**config.mk**
```make
export PLATFORM = sky130hd
export DESIGN_NAME = ifu_pcgen_flat
export DESIGN_NICKNAME = d
export VERILOG_FILES = /design/src/rtl/ifu_pcgen_pkg.sv /design/src/rtl/ifu_pcgen_if.sv /design/src/rtl/ifu_pcgen_tgt.sv /design/src/rtl/ifu_pcgen.sv /design/src/flat_wrapper.sv
export SDC_FILE = /design/constraint.sdc
export NUM_CORES = 1
export LEC_CHECK = 0
export ABC_AREA = 1
export CAP_MARGIN = 20
export CORE_MARGIN = 2
export CORE_UTILIZATION = 50
export CTS_BUF_LIST = sky130_fd_sc_hd__clkbuf_4 sky130_fd_sc_hd__clkbuf_8
export CTS_CLUSTER_SIZE = 25
export DETAILED_ROUTE_END_ITERATION = 16
export GPL_TIMING_DRIVEN = 0
export PLACE_DENSITY_LB_ADDON = 0.15
export SYNTH_ARGS = -nofsm -noshare
export SYNTH_HDL_FRONTEND = slang
export SYNTH_SLANG_ARGS = --single-unit
```
**constraint.sdc**
```tcl
create_clock -name clk -period 2.2 [get_ports clk]
set_input_delay 0.33 -clock clk [delete_from_list [all_inputs] [get_ports clk]]
set_output_delay 0.33 -clock clk [all_outputs]
set_load 0.005 [all_outputs]
```
**src/rtl/ifu_pcgen_pkg.sv**
```systemverilog
// ifu_pcgen_pkg: shared width, NOP constant and fetch FSM state encoding for the cirno9 fetch front end
package ifu_pcgen_pkg;
  localparam int XLEN = 32;
  localparam logic [XLEN-1:0] CIRNO_NOP = 32'h0000_0013;
  typedef enum logic [2:0] {
    CIRNO_IFU_ST_RST,
    CIRNO_IFU_ST_REQ,
    CIRNO_IFU_ST_WAIT,
    CIRNO_IFU_ST_FULL,
    CIRNO_IFU_ST_IDLE
  } ifu_st_e;
endpackage

```
**src/rtl/ifu_pcgen_if.sv**
```systemverilog
// ifu_pcgen_if: fetch-side memory and decode handshake bundle
//   master (fetch unit): drives hs_if4mem_val, o_mem_addr, hs_if4de_val, o_de_ir, o_de_pc
//   slave (memory/decode): drives hs_mem4if_rdy, hs_mem4if_rsp, i_mem_rdata, hs_de4if_rdy
interface ifu_pcgen_if;
  import ifu_pcgen_pkg::*;
  logic            hs_if4mem_val;
  logic            hs_mem4if_rdy;
  logic [XLEN-1:0] o_mem_addr;
  logic            hs_mem4if_rsp;
  logic [XLEN-1:0] i_mem_rdata;
  logic            hs_if4de_val;
  logic            hs_de4if_rdy;
  logic [XLEN-1:0] o_de_ir;
  logic [XLEN-1:0] o_de_pc;
  modport master (
    output hs_if4mem_val, o_mem_addr, hs_if4de_val, o_de_ir, o_de_pc,
    input  hs_mem4if_rdy, hs_mem4if_rsp, i_mem_rdata, hs_de4if_rdy
  );
  modport slave (
    input  hs_if4mem_val, o_mem_addr, hs_if4de_val, o_de_ir, o_de_pc,
    output hs_mem4if_rdy, hs_mem4if_rsp, i_mem_rdata, hs_de4if_rdy
  );
endinterface

```
**src/rtl/ifu_pcgen_tgt.sv**
```systemverilog
// ifu_tgt: redirect target adder with JALR bit-0 clear and misalign detection
//   pc_i, add_i: redirect base and offset; jalr_i: clear bit 0
//   target_o: fetch target; misalign_o (CIRNO_IFU_MISALIGN_EN only): target bit 1 set
module ifu_tgt
  import ifu_pcgen_pkg::*;
(
  input  logic [XLEN-1:0] pc_i,
  input  logic [XLEN-1:0] add_i,
  input  logic            jalr_i,
  output logic [XLEN-1:0] target_o
`ifdef CIRNO_IFU_MISALIGN_EN
  ,
  output logic            misalign_o
`endif
);
  logic [XLEN-1:0] sum;
  logic [XLEN-1:0] cleared;
  assign sum = pc_i + add_i;
  assign cleared = {sum[XLEN-1:1], sum[0] & ~jalr_i};
`ifdef CIRNO_IFU_MISALIGN_EN
  assign target_o = cleared;
  assign misalign_o = cleared[1];
`else
  // Without misalign reporting the target is silently word-aligned.
  assign target_o = cleared & ~{{(XLEN-2){1'b0}}, 2'b11};
`endif
endmodule

```
**src/rtl/ifu_pcgen.sv**
```systemverilog
// ifu_pcgen: cirno9 fetch front end - owns the fetch PC, one-outstanding memory fetch, one-entry decode buffer
//   clk, rst: clock and synchronous active-high reset
//   bus (ifu_pcgen_if.master): memory request/response and decode handshake
//   i_setpc, i_pc, i_pcadd, i_jalr: redirect strobe, base, offset, JALR flag
//   o_misalign: one-cycle misaligned-target pulse, present only with CIRNO_IFU_MISALIGN_EN
module ifu_pcgen
  import ifu_pcgen_pkg::*;
#(
  parameter logic [XLEN-1:0] RESET_PC = 32'h0000_0000
) (
  input  logic            clk,
  input  logic            rst,
  ifu_pcgen_if.master     bus,
  input  logic            i_setpc,
  input  logic [XLEN-1:0] i_pc,
  input  logic [XLEN-1:0] i_pcadd,
  input  logic            i_jalr
`ifdef CIRNO_IFU_MISALIGN_EN
  ,
  output logic            o_misalign
`endif
);
  ifu_st_e         st_q, st_d;
  logic [XLEN-1:0] pc_q, pc_d;
  logic [XLEN-1:0] ir_q, ir_d;
  logic [XLEN-1:0] dpc_q, dpc_d;
  logic            drop_q, drop_d;
  logic [XLEN-1:0] target;
  logic            mis;
  logic            mem_hs;
  logic            de_hs;
  logic            rsp;
  logic            pend;
`ifdef CIRNO_IFU_MISALIGN_EN
  logic            mis_q;
  ifu_tgt u_tgt (.pc_i(i_pc), .add_i(i_pcadd), .jalr_i(i_jalr), .target_o(target), .misalign_o(mis));
  always_ff @(posedge clk)
    mis_q <= rst ? 1'b0 : i_setpc & mis;
  assign o_misalign = mis_q;
`else
  ifu_tgt u_tgt (.pc_i(i_pc), .add_i(i_pcadd), .jalr_i(i_jalr), .target_o(target));
  assign mis = 1'b0;
`endif
  assign rsp = bus.hs_mem4if_rsp;
  assign mem_hs = bus.hs_if4mem_val & bus.hs_mem4if_rdy;
  assign de_hs = bus.hs_if4de_val & bus.hs_de4if_rdy;
  // A request is still in flight after this edge if one is accepted now, or one was pending and its response is not here yet.
  assign pend = mem_hs | ((st_q == CIRNO_IFU_ST_WAIT || drop_q) && !rsp);
  assign bus.hs_if4mem_val = st_q == CIRNO_IFU_ST_REQ;
  assign bus.o_mem_addr = pc_q;
  assign bus.hs_if4de_val = (st_q == CIRNO_IFU_ST_FULL) & ~i_setpc;
  assign bus.o_de_ir = ir_q;
  assign bus.o_de_pc = dpc_q;
  always_comb begin
    st_d = st_q;
    pc_d = pc_q;
    ir_d = ir_q;
    dpc_d = dpc_q;
    drop_d = drop_q;
    if (i_setpc) begin
      pc_d = mis ? pc_q : target;
      drop_d = pend;
      st_d = mis ? CIRNO_IFU_ST_IDLE : pend ? CIRNO_IFU_ST_WAIT : CIRNO_IFU_ST_REQ;
    end else if (rsp && drop_q) begin
      drop_d = 1'b0;
      st_d = st_q == CIRNO_IFU_ST_WAIT ? CIRNO_IFU_ST_REQ : st_q;
    end else begin
      case (st_q)
        CIRNO_IFU_ST_RST:  st_d = CIRNO_IFU_ST_REQ;
        CIRNO_IFU_ST_REQ:  st_d = mem_hs ? CIRNO_IFU_ST_WAIT : CIRNO_IFU_ST_REQ;
        CIRNO_IFU_ST_WAIT: if (rsp) begin
          st_d = CIRNO_IFU_ST_FULL;
          ir_d = bus.i_mem_rdata;
          dpc_d = pc_q;
          pc_d = pc_q + XLEN'(4);
        end
        CIRNO_IFU_ST_FULL: st_d = de_hs ? CIRNO_IFU_ST_REQ : CIRNO_IFU_ST_FULL;
        default:           st_d = st_q;
      endcase
    end
  end
  always_ff @(posedge clk) begin
    if (rst) begin
      st_q <= CIRNO_IFU_ST_RST;
      pc_q <= RESET_PC;
      ir_q <= CIRNO_NOP;
      dpc_q <= RESET_PC;
      drop_q <= 1'b0;
    end else begin
      st_q <= st_d;
      pc_q <= pc_d;
      ir_q <= ir_d;
      dpc_q <= dpc_d;
      drop_q <= drop_d;
    end
  end
endmodule
```
**src/flat_wrapper.sv**
```systemverilog
// flat-port wrapper written by rule: the top's interface ports become plain ports
module ifu_pcgen_flat import ifu_pcgen_pkg::*;
#(
  parameter logic [XLEN-1:0] RESET_PC = 32'h0000_0000
)
  (clk, rst, i_setpc, i_pc, i_pcadd, i_jalr, bus_hs_if4mem_val, bus_o_mem_addr, bus_hs_if4de_val, bus_o_de_ir, bus_o_de_pc, bus_hs_mem4if_rdy, bus_hs_mem4if_rsp, bus_i_mem_rdata, bus_hs_de4if_rdy);
  ifu_pcgen_if bus_i ();
  input  logic clk;
  input  logic rst;
  input  logic i_setpc;
  input  logic [XLEN-1:0] i_pc;
  input  logic [XLEN-1:0] i_pcadd;
  input  logic i_jalr;
  output wire logic [$bits(bus_i.hs_if4mem_val)-1:0] bus_hs_if4mem_val;
  output wire logic [$bits(bus_i.o_mem_addr)-1:0] bus_o_mem_addr;
  output wire logic [$bits(bus_i.hs_if4de_val)-1:0] bus_hs_if4de_val;
  output wire logic [$bits(bus_i.o_de_ir)-1:0] bus_o_de_ir;
  output wire logic [$bits(bus_i.o_de_pc)-1:0] bus_o_de_pc;
  input wire logic [$bits(bus_i.hs_mem4if_rdy)-1:0] bus_hs_mem4if_rdy;
  input wire logic [$bits(bus_i.hs_mem4if_rsp)-1:0] bus_hs_mem4if_rsp;
  input wire logic [$bits(bus_i.i_mem_rdata)-1:0] bus_i_mem_rdata;
  input wire logic [$bits(bus_i.hs_de4if_rdy)-1:0] bus_hs_de4if_rdy;
  assign bus_hs_if4mem_val = bus_i.hs_if4mem_val;
  assign bus_o_mem_addr = bus_i.o_mem_addr;
  assign bus_hs_if4de_val = bus_i.hs_if4de_val;
  assign bus_o_de_ir = bus_i.o_de_ir;
  assign bus_o_de_pc = bus_i.o_de_pc;
  assign bus_i.hs_mem4if_rdy = bus_hs_mem4if_rdy;
  assign bus_i.hs_mem4if_rsp = bus_hs_mem4if_rsp;
  assign bus_i.i_mem_rdata = bus_i_mem_rdata;
  assign bus_i.hs_de4if_rdy = bus_hs_de4if_rdy;
  ifu_pcgen #(.RESET_PC(RESET_PC)) u_core (.clk(clk), .rst(rst), .bus(bus_i), .i_setpc(i_setpc), .i_pc(i_pc), .i_pcadd(i_pcadd), .i_jalr(i_jalr));
endmodule
```
**After elaboration in Yosys (flattened, before gate mapping)**

Cells that the tools add are included.

- Flip-flop bits (word level): 100
- Output and inout port bits: 98
- Memories kept: 0
- Logic and storage cells: 48
- Memory bits (read-only): 0
- Bits in latches: 0
- Input bits: 103
- Bits in writable memories: 0

- Multiply operators: 0
- Reductions and logical operators: 14
- Multiplexer cells: 14
- Div/mod/pow operators: 0
- Order comparisons: 0
- Bitwise operators: 6
- Shifts and indexed selects: 0
- Eq/ne operators: 6
- Add/subtract/negate cells: 2

Operators by type and width:

| cell | number |
|---|---|
| 2-to-1 mux 32 bit | 4 |
| adder 32 x 3 -> 32 bit (second input constant) | 1 |
| adder 32 bit | 1 |
| 2-to-1 mux 3 bit | 4 |
| one-hot mux 3 bit (4 select lines) | 1 |
| AND reduction 3 bit | 3 |
| == test 3 x 2 -> 1 bit (second input constant) | 2 |
| 2-to-1 mux 2 bit | 3 |
| nonzero test 2 bit | 3 |
| nonzero test 5 bit | 1 |
| inequality test 4 x 3 -> 1 bit (second input constant) | 1 |
| AND reduction 4 bit | 1 |
| AND 1 bit | 3 |
| == test 3 x 1 -> 1 bit (second input constant) | 1 |
| zero test 3 bit | 1 |
| inequality test 3 bit (second input constant) | 1 |
| logical AND 1 bit | 2 |
| 2-to-1 mux 1 bit | 2 |
| inequality test 2 bit (second input constant) | 1 |
| inverter 1 bit | 2 |
| OR reduction 2 bit | 1 |
| zero test 1 bit | 1 |
| logical OR 1 bit | 1 |
| bitwise OR 1 bit | 1 |

**Logic depth before layout (Yosys ltp)**

- Word-level depth: 7
- Mapped depth: 14
- Depth with buffers taken out: 14

**By module**

A second synthesis with hierarchy kept.

- Cell total of the unflattened synthesis: 1,177
- Area, all modules: 7,039.3 um^2

Modules (own cells, without submodules):

| module | instances | seq. area each (um^2) | area an instance (um^2) | cells each |
|---|---|---|---|---|
| ifu_pcgen | 1 | 1,981.9 | 4,560.6 | 660 |
| ifu_tgt | 1 | 0.0 | 2,478.6 | 517 |

**Worst setup path before layout**

OpenSTA, ideal clock, no wires.

- Path kind: input -> register
- Start: input i_pc[12]
- End: register u_core.pc_q[29] (netlist: u_core.bus.o_mem_addr[29])
- Stages: 12
- Setup time: 0.114 ns
- Required time: 2.086 ns
- Setup slack: 0.566 ns
- Buffers on the path: 0
- Arrival: 1.520 ns
- Cell sequence: ha_1 -> nand2_1 -> nor2_1 -> nand2_1 -> inv_1 -> nand2_1 -> nand2_1 -> nand2_1 -> nand3_1 -> nand2_1 -> nor2_1 -> nor2_2

- Cells in the longest elaborated chain, start to end: 2

Ends and longest elaborated chain:

| item | RTL line | RTL |
|---|---|---|
| start: declaration | flat_wrapper.sv:11 | `input logic [XLEN-1:0] i_pc;` |
| adder 32 bit | ifu_pcgen_tgt.sv:18 | `assign sum = pc_i + add_i;` |
| 2-to-1 mux 32 bit | ifu_pcgen.sv:60 | `if (i_setpc) begin` |
| end signal: assignment | ifu_pcgen.sv:91 | `pc_q <= pc_d;` |
| end: declaration | ifu_pcgen.sv:24 | `logic [XLEN-1:0] pc_q, pc_d;` |

Every way passes these cells.
A chain may end at the register's enable or synchronous reset.

**Worst setup path in the final report**

- Start: register u_core.st_q[0]
- End: register u_core.pc_q[7] (netlist: u_core.bus.o_mem_addr[7])

- Cells in the longest elaborated chain, start to end: 3

Ends and longest elaborated chain:

| item | RTL line | RTL |
|---|---|---|
| start: declaration | ifu_pcgen.sv:23 | `ifu_st_e st_q, st_d;` |
| start signal: assignment | ifu_pcgen.sv:90 | `st_q <= st_d;` |
| == test 3 x 2 -> 1 bit | ifu_pcgen.sv:68 | `case (st_q)` |
| nonzero test 2 bit (no line) | -- |  |
| AND reduction 3 bit (no line) | -- |  |

Every way passes these cells.

==> run metrics <==
IO Count=201; Vias/cell=5.120; RSZ-0062 raised after global routing=yes; detailed-route wire length=between 20000 and 25000 µm; post-CTS setup buffer count=0; f_max=489.5 MHz; reg2reg path depth=11; Worst VDD drop=317.0 µV; yosys warns=0; CP max stage cell=dfxtp_1; Fin. Hold Viols=0; CORE AREA=0.01324 mm²; initial DRC count=around 530; Wirelength per Cell=13.35 µm; CP Class=reg -> reg; syn avg cell area=between 5 and 6 µm²; initial antenna violation count=0; total CTS buffers=9; Setup violations, final=0; most used flip-flop cell after synthesis=dfxtp_1; Pleak=4.367 nW; final instance area=0.009214 mm²; Non-Filler Instances=1542; Layout Nets=1499; CP Capture Type=flip-flop; status=complete, no violations; worst relative slew slack=54.87%; cell family with most CP delay=buffers and inverters; Max Cap Viol=0; Post-Syn Area=between 0.006 and 0.007 mm²; min-delay src=i_setpc; max-slew violation count=0; fin util=69.58%; ys async rst share=0%; Worst Slack Setup Final=0.1571 ns; pre-CTS setup slack=-0.6015 ns; layout cells sized above 1=between 4 and 5%; root buffer cell=clkbuf_8; EDFF count, synth=0; #FFs+latches synth=95; Starting Density=51.38%; Hold EP=u_core.drop_q$_SDFFE_PP0N_; skew final=between 0.01 and 0.015 ns; max incr delay on CP=0.39 ns; antenna viol nets, final=0; Critical Path Start=u_core.st_q[0]$_SDFFE_PP0P_; die span in x=about 120 µm; post-synthesis cell count=about 1200; die height=120.7 µm; port buffer count=194; DRT Pass-1 Iters=7; # H-tree levels=3; Layout area overhead=35.42%; CP Buf/Inv Count=5; Hold Path Depth=3; worst-path cell chain=inv_1 -> ha_1 -> nand2_1 -> nor2_4 -> inv_2 -> nand2_1 -> clkbuf_4 -> inv_1 -> nand2_1 -> o2111ai_1 -> inv_1; largest net degree at the start of global routing=17; TritonCTS clock tree=built; Placed Instances=1526; area of placed instances=roughly 0.0090 mm²; HP Class=in -> reg; Worst Tran Pin Value=0.6770 ns; Max clock buf depth=2; Clock Sinks=95; DP HPWL=about 17000 µm; Worst R2R End=u_core.bus.o_mem_addr[7]$_SDFFE_PP0P_; Placer Congestion=0.9537; Cell variety after synth=41; hold slack=0.3719 ns; PwrDens=572.9 mW/mm²; die area=0.01456 mm²; Vias=~7900; Clk Latency, worst-skew pair=between 0.3 and 0.4 ns; worst r2r src=u_core.st_q[0]$_SDFFE_PP0P_; residual DRC count=0; R2R Setup Slk=0.16 ns; register area share after synthesis=27.95%; Cell Rows=42; gr ovfl total=0; first-pass GRT wire length=33060 µm; crit path DAT=2.31 ns; post-layout min period=2.043 ns; Antenna Cells=0; Tot GR Track Use=28.12%; startpoint types=flip-flop; worst-path fanout max=10; Reg clk slew, reported paths=0.09 ns; vias in the first global route=7144; Critical Path RT=2.47 ns; Final Cycle Share=92.86%
-- cell type report --
| type | count | area, µm² |
|---|---|---|
| Inverter | 177 | 666.9 |
| Fill cell | 1208 | 4029 |
| Clock inverter | 5 | 63.81 |
| Buffer | 34 | 186.4 |
| Timing Repair Buffer | 194 | 1944 |
| Tap cell | 176 | 220.2 |
| Multi-Input combinational cell | 850 | 4085 |
| Clock buffer | 11 | 145.1 |
| Sequential cell | 95 | 1902 |
-- cell usage after synthesis, types with 9 or more instances --
library cell	instances	area, µm²
inv_1	173	649.4
clkbuf_1	17	63.81
nor3_1	11	55.05
buf_2	9	45.04
nand3_1	65	325.3
dfxtp_1	95	1902
o21ai_0	89	445.4
nor2_1	164	615.6
nand4_1	12	75.07
a21oi_1	79	395.4
ha_1	35	437.9
nand2_1	332	1246
-- metal layers --
metal | vias up | GRT usage (%) | wire, µm
li1 | 4067 | - | -
met1 | 3440 | 34.56 | 8596
met2 | 349 | 50.21 | 9827
met3 | 39 | 2.736 | 1584
met4 | 0 | 11.26 | 573
met5 | - | 0 | 0
-- through the flow --
stage,setup TNS [ns],power (mW)
after detailed placement,-4.740,4.065
after global routing,-0.01017,5.614
after floorplan,0,3.178
after CTS,0,5.264
after global placement,-4.581,4.031
final,0,5.279
-- how the worst max path moves through the flow --
stage,end,cells past startpoint,slack [ns]
after floorplan,u_core.bus.o_mem_addr[29]$_SDFFE_PP0P_,12,0.57
after global placement,bus_hs_if4de_val,5,-0.64
after detailed placement,bus_hs_if4de_val,5,-0.60
after CTS,bus_hs_if4de_val,5,0.007
after global routing,u_core.bus.o_mem_addr[7]$_SDFFE_PP0P_,11,-0.01
final,u_core.bus.o_mem_addr[7]$_SDFFE_PP0P_,11,0.16
-- sequential cells by signal, summed over array words and instances (netlist names) --
signal	cells
u_core.bus.o_de_ir	32
u_core.bus.o_de_pc	30
u_core.bus.o_mem_addr	30
u_core.st_q	2
u_core.drop_q	1
-- cell usage in the layout, fill, tap and decap left out, types with 3 or more instances in the layout --
cell type / synthesis / layout
o21ai_0: 89 / 89
nor2_1: 164 / 164
buf_2: 9 / 8
buf_4: 6 / 7
clkbuf_1: 17 / 15
a21oi_1: 79 / 79
dfxtp_1: 95 / 95
inv_2: 4 / 3
xor2_1: 6 / 6
conb_1: 1 / 4
nand4_1: 12 / 12
clkbuf_8: 0 / 11
inv_1: 173 / 173
nor3_1: 11 / 11
nand2_1: 332 / 332
nand3b_1: 3 / 3
ha_1: 35 / 35
nor2_2: 6 / 6
a31oi_1: 6 / 6
nand2_2: 4 / 3
clkdlybuf4s50_1: 0 / 193
nor2_4: 4 / 4
nand3_1: 65 / 65
o211ai_1: 6 / 6
-- where the power goes --
group	switching (mW)	internal [mW]	total [mW]
clock network	0.641	0.580	1.22
registers	0.190	1.92	2.11
logic	1.03	0.919	1.95
-- tightest hold or removal path: stages --
cell and delay [ns]:
dlymetal6s2s_1 0.18, nand2_1 0.12, a21oi_1 0.06
-- cells by family after synthesis --
logic type | synth area share, %
buffers and inverters | 12.25
other | 0.05511
adder cells (fa/ha/maj) | 6.436
flip-flops | 27.95
XOR/XNOR | 0.7723
AO/OA/AOI/OAI | 14.91
AND/OR/NAND/NOR | 37.62
-- repair_timing --
action                     4_1_cts  5_1_grt
resized for setup                5        6
setup endpoints to repair        1       28
hold buffers                     0        0
gates cloned                     0        0
Power figures use the tool's default switching activity.
==> patch (same flow settings) <==
Re-encode `ifu_st_e` (5 values) as one-hot, 5 bits wide.
--- a/src/rtl/ifu_pcgen_pkg.sv
+++ b/src/rtl/ifu_pcgen_pkg.sv
@@ -2,12 +2,12 @@
 package ifu_pcgen_pkg;
   localparam int XLEN = 32;
   localparam logic [XLEN-1:0] CIRNO_NOP = 32'h0000_0013;
-  typedef enum logic [2:0] {
-    CIRNO_IFU_ST_RST,
-    CIRNO_IFU_ST_REQ,
-    CIRNO_IFU_ST_WAIT,
-    CIRNO_IFU_ST_FULL,
-    CIRNO_IFU_ST_IDLE
+  typedef enum logic [4:0] {
+    CIRNO_IFU_ST_RST  = 5'b00001,
+    CIRNO_IFU_ST_REQ  = 5'b00010,
+    CIRNO_IFU_ST_WAIT = 5'b00100,
+    CIRNO_IFU_ST_FULL = 5'b01000,
+    CIRNO_IFU_ST_IDLE = 5'b10000
   } ifu_st_e;
 endpackage
 
Check against the original RTL: no difference found for any inputs over 4 cycles, from zero or initial values and one cycle with rst high; so few cycles prove little.
==> patch against the unedited design <==
Critical path depth shrank 1. Worst setup slack worse by 0.030 ns. Sequential share of layout area rose by 1.5 points. Synthesized area is 6.7% lower. Worst hold slack better by 0.089 ns. Die area is 6.4% lower. Sequential cell count up 2. Final area decreased by 4.8%. Wire length is 0.20% lower. Power decreased by 18%. Largest power group unchanged.
==> patch: results (changes against the unedited design) <==
worst slew pin tran 0.607 ns (was 0.677 ns); DR pass1 iterations 5 (was 7); Placed Instance Area 8520 um2 (was 8980 um2); worst reg2reg path depth 9 (was 11); Fillers 1,161 (was 1,208); initial antenna violation count 0 (unchanged); worst skew pair latency 0.38 ns (about the same); Buffers on Ports 194 (unchanged); Layout area overhead 38.2% (was 35.4%); gpl congestion 0.955 (was 0.954); crit-path max FO 5 (was 10); Total Routing Usage GR 29.7% (was 28.1%); CTS clk-pin slew, worst paths 0.09 ns (about the same); Leak 3.81 nW (was 4.37 nW); max FFs per register 32 (unchanged); Hold Path Class reg2reg (was in2reg); Final #Nets 1,345 (was 1,499); synth unique cells 44 (was 41); Synth area leaders dfxtp_1, nand2_1, nor2_1 (was dfxtp_1, nand2_1, inv_1); Max H-tree Level 3 (unchanged); # diodes 0 (unchanged); TritonCTS buffer count 9 (unchanged); vias in the first global route 6,568 (was 7,144); via count 7,491 (was 7,895); commonest cells in the netlist nand2_1, nor2_1, inv_1, o21ai_0, a21oi_1 (was nand2_1, inv_1, nor2_1, dfxtp_1, o21ai_0); first-pass GRT wire length 31,900 um (was 33,100 um); clk root buf clkbuf_8 (unchanged); hold depth 2 (was 3); dpl hpwl 16,300 um (was 16,800 um); Iter 0 DRT Violations 670 (was 531); Clock Tree Buf Depth 2 (unchanged); outcome finished clean (unchanged); Setup Slack @ Placement -0.456 ns (was -0.602 ns); largest net degree at the start of global routing 16 (was 17); ratio of cells with drive above 1 in the final layout 6.17% (was 4.47%); non-filler instance count after layout 1,388 (was 1,542); post-synthesis async set-or-reset flop share 0% (unchanged); yosys warns 0 (unchanged); Detailed Route WL 20,500 um (was 20,600 um); Max Clock Skew 0.0108 ns (was 0.0104 ns); CP arrival 2.34 ns (was 2.31 ns); post-synthesis sequential area ratio 30.6% (was 28.0%); Max VDD drop 0.000400 V (was 0.000317 V); synthesized instance count 1,002 (was 1,153); Main synth FF type dfxtp_1 (unchanged)
[patch: kinds of logic after synthesis]
kind of cell / share of synthesized area, %
and+or+nand+nor: 31.5
AOI/OAI and AO/OA: 21.3
buffers and inverters: 9.83
DFF: 30.6
adders and majority gates: 6.11
xor gates and xnor gates: 0.689
other: 0.0590
[patch: final timing paths]
| check | start | end | slack, ns |
|---|---|---|---|
| worst min register to register | u_core.bus.o_de_ir[0] | u_core.bus.o_de_ir[0] | 0.46 |
| worst max-delay path | i_pc[7] | u_core.bus.o_mem_addr[16] | 0.13 |
| worst min-delay path | u_core.bus.o_de_ir[0] | u_core.bus.o_de_ir[0] | 0.46 |
| worst max register to register | u_core.st_q[1] | u_core.bus.o_mem_addr[14] | 0.15 |
[patch: layout make-up]
cell class              instances  share of cell area [%]
plain buffers                  36                    2.02
repair buffers                195                    22.2
well taps                     172                    2.45
flip-flops and latches         97                    22.1
clock buffers                  12                    1.74
multi-input cells             753                    44.0
clock inverters                 4                   0.328
inverters                     119                    5.09
[patch: timing repair]
action	in CTS	in global routing
resized for setup	1	17
endpoints found under the setup margin	2	16
hold buffers	0	0
buffers inserted	0	1
[patch: where the power goes]
| group | switching (mW) | total [mW] | internal, mW |
|---|---|---|---|
| clock | 0.635 | 1.10 | 0.468 |
| sequential | 0.102 | 1.94 | 1.84 |
| combinational | 0.684 | 1.27 | 0.588 |
| total | 1.42 | 4.32 | 2.90 |
[patch: metal layers]
layer,GRT usage [%],vias up,routed length (um)
met5,0,-,0
met4,6.90,0,335
met3,5.29,27,1520
met2,48.3,311,9490
met1,41.0,3410,9190
li1,-,3743,-
[patch: critical path, stage by stage]
cell,delay [ns]
clkdlybuf4s50_1,0.42
ha_1,0.36
nand2_1,0.15
o21ai_0,0.27
inv_1,0.09
nand2_1,0.16
nand2_1,0.09
and3_1,0.17
nor3_1,0.23
nor2_1,0.08
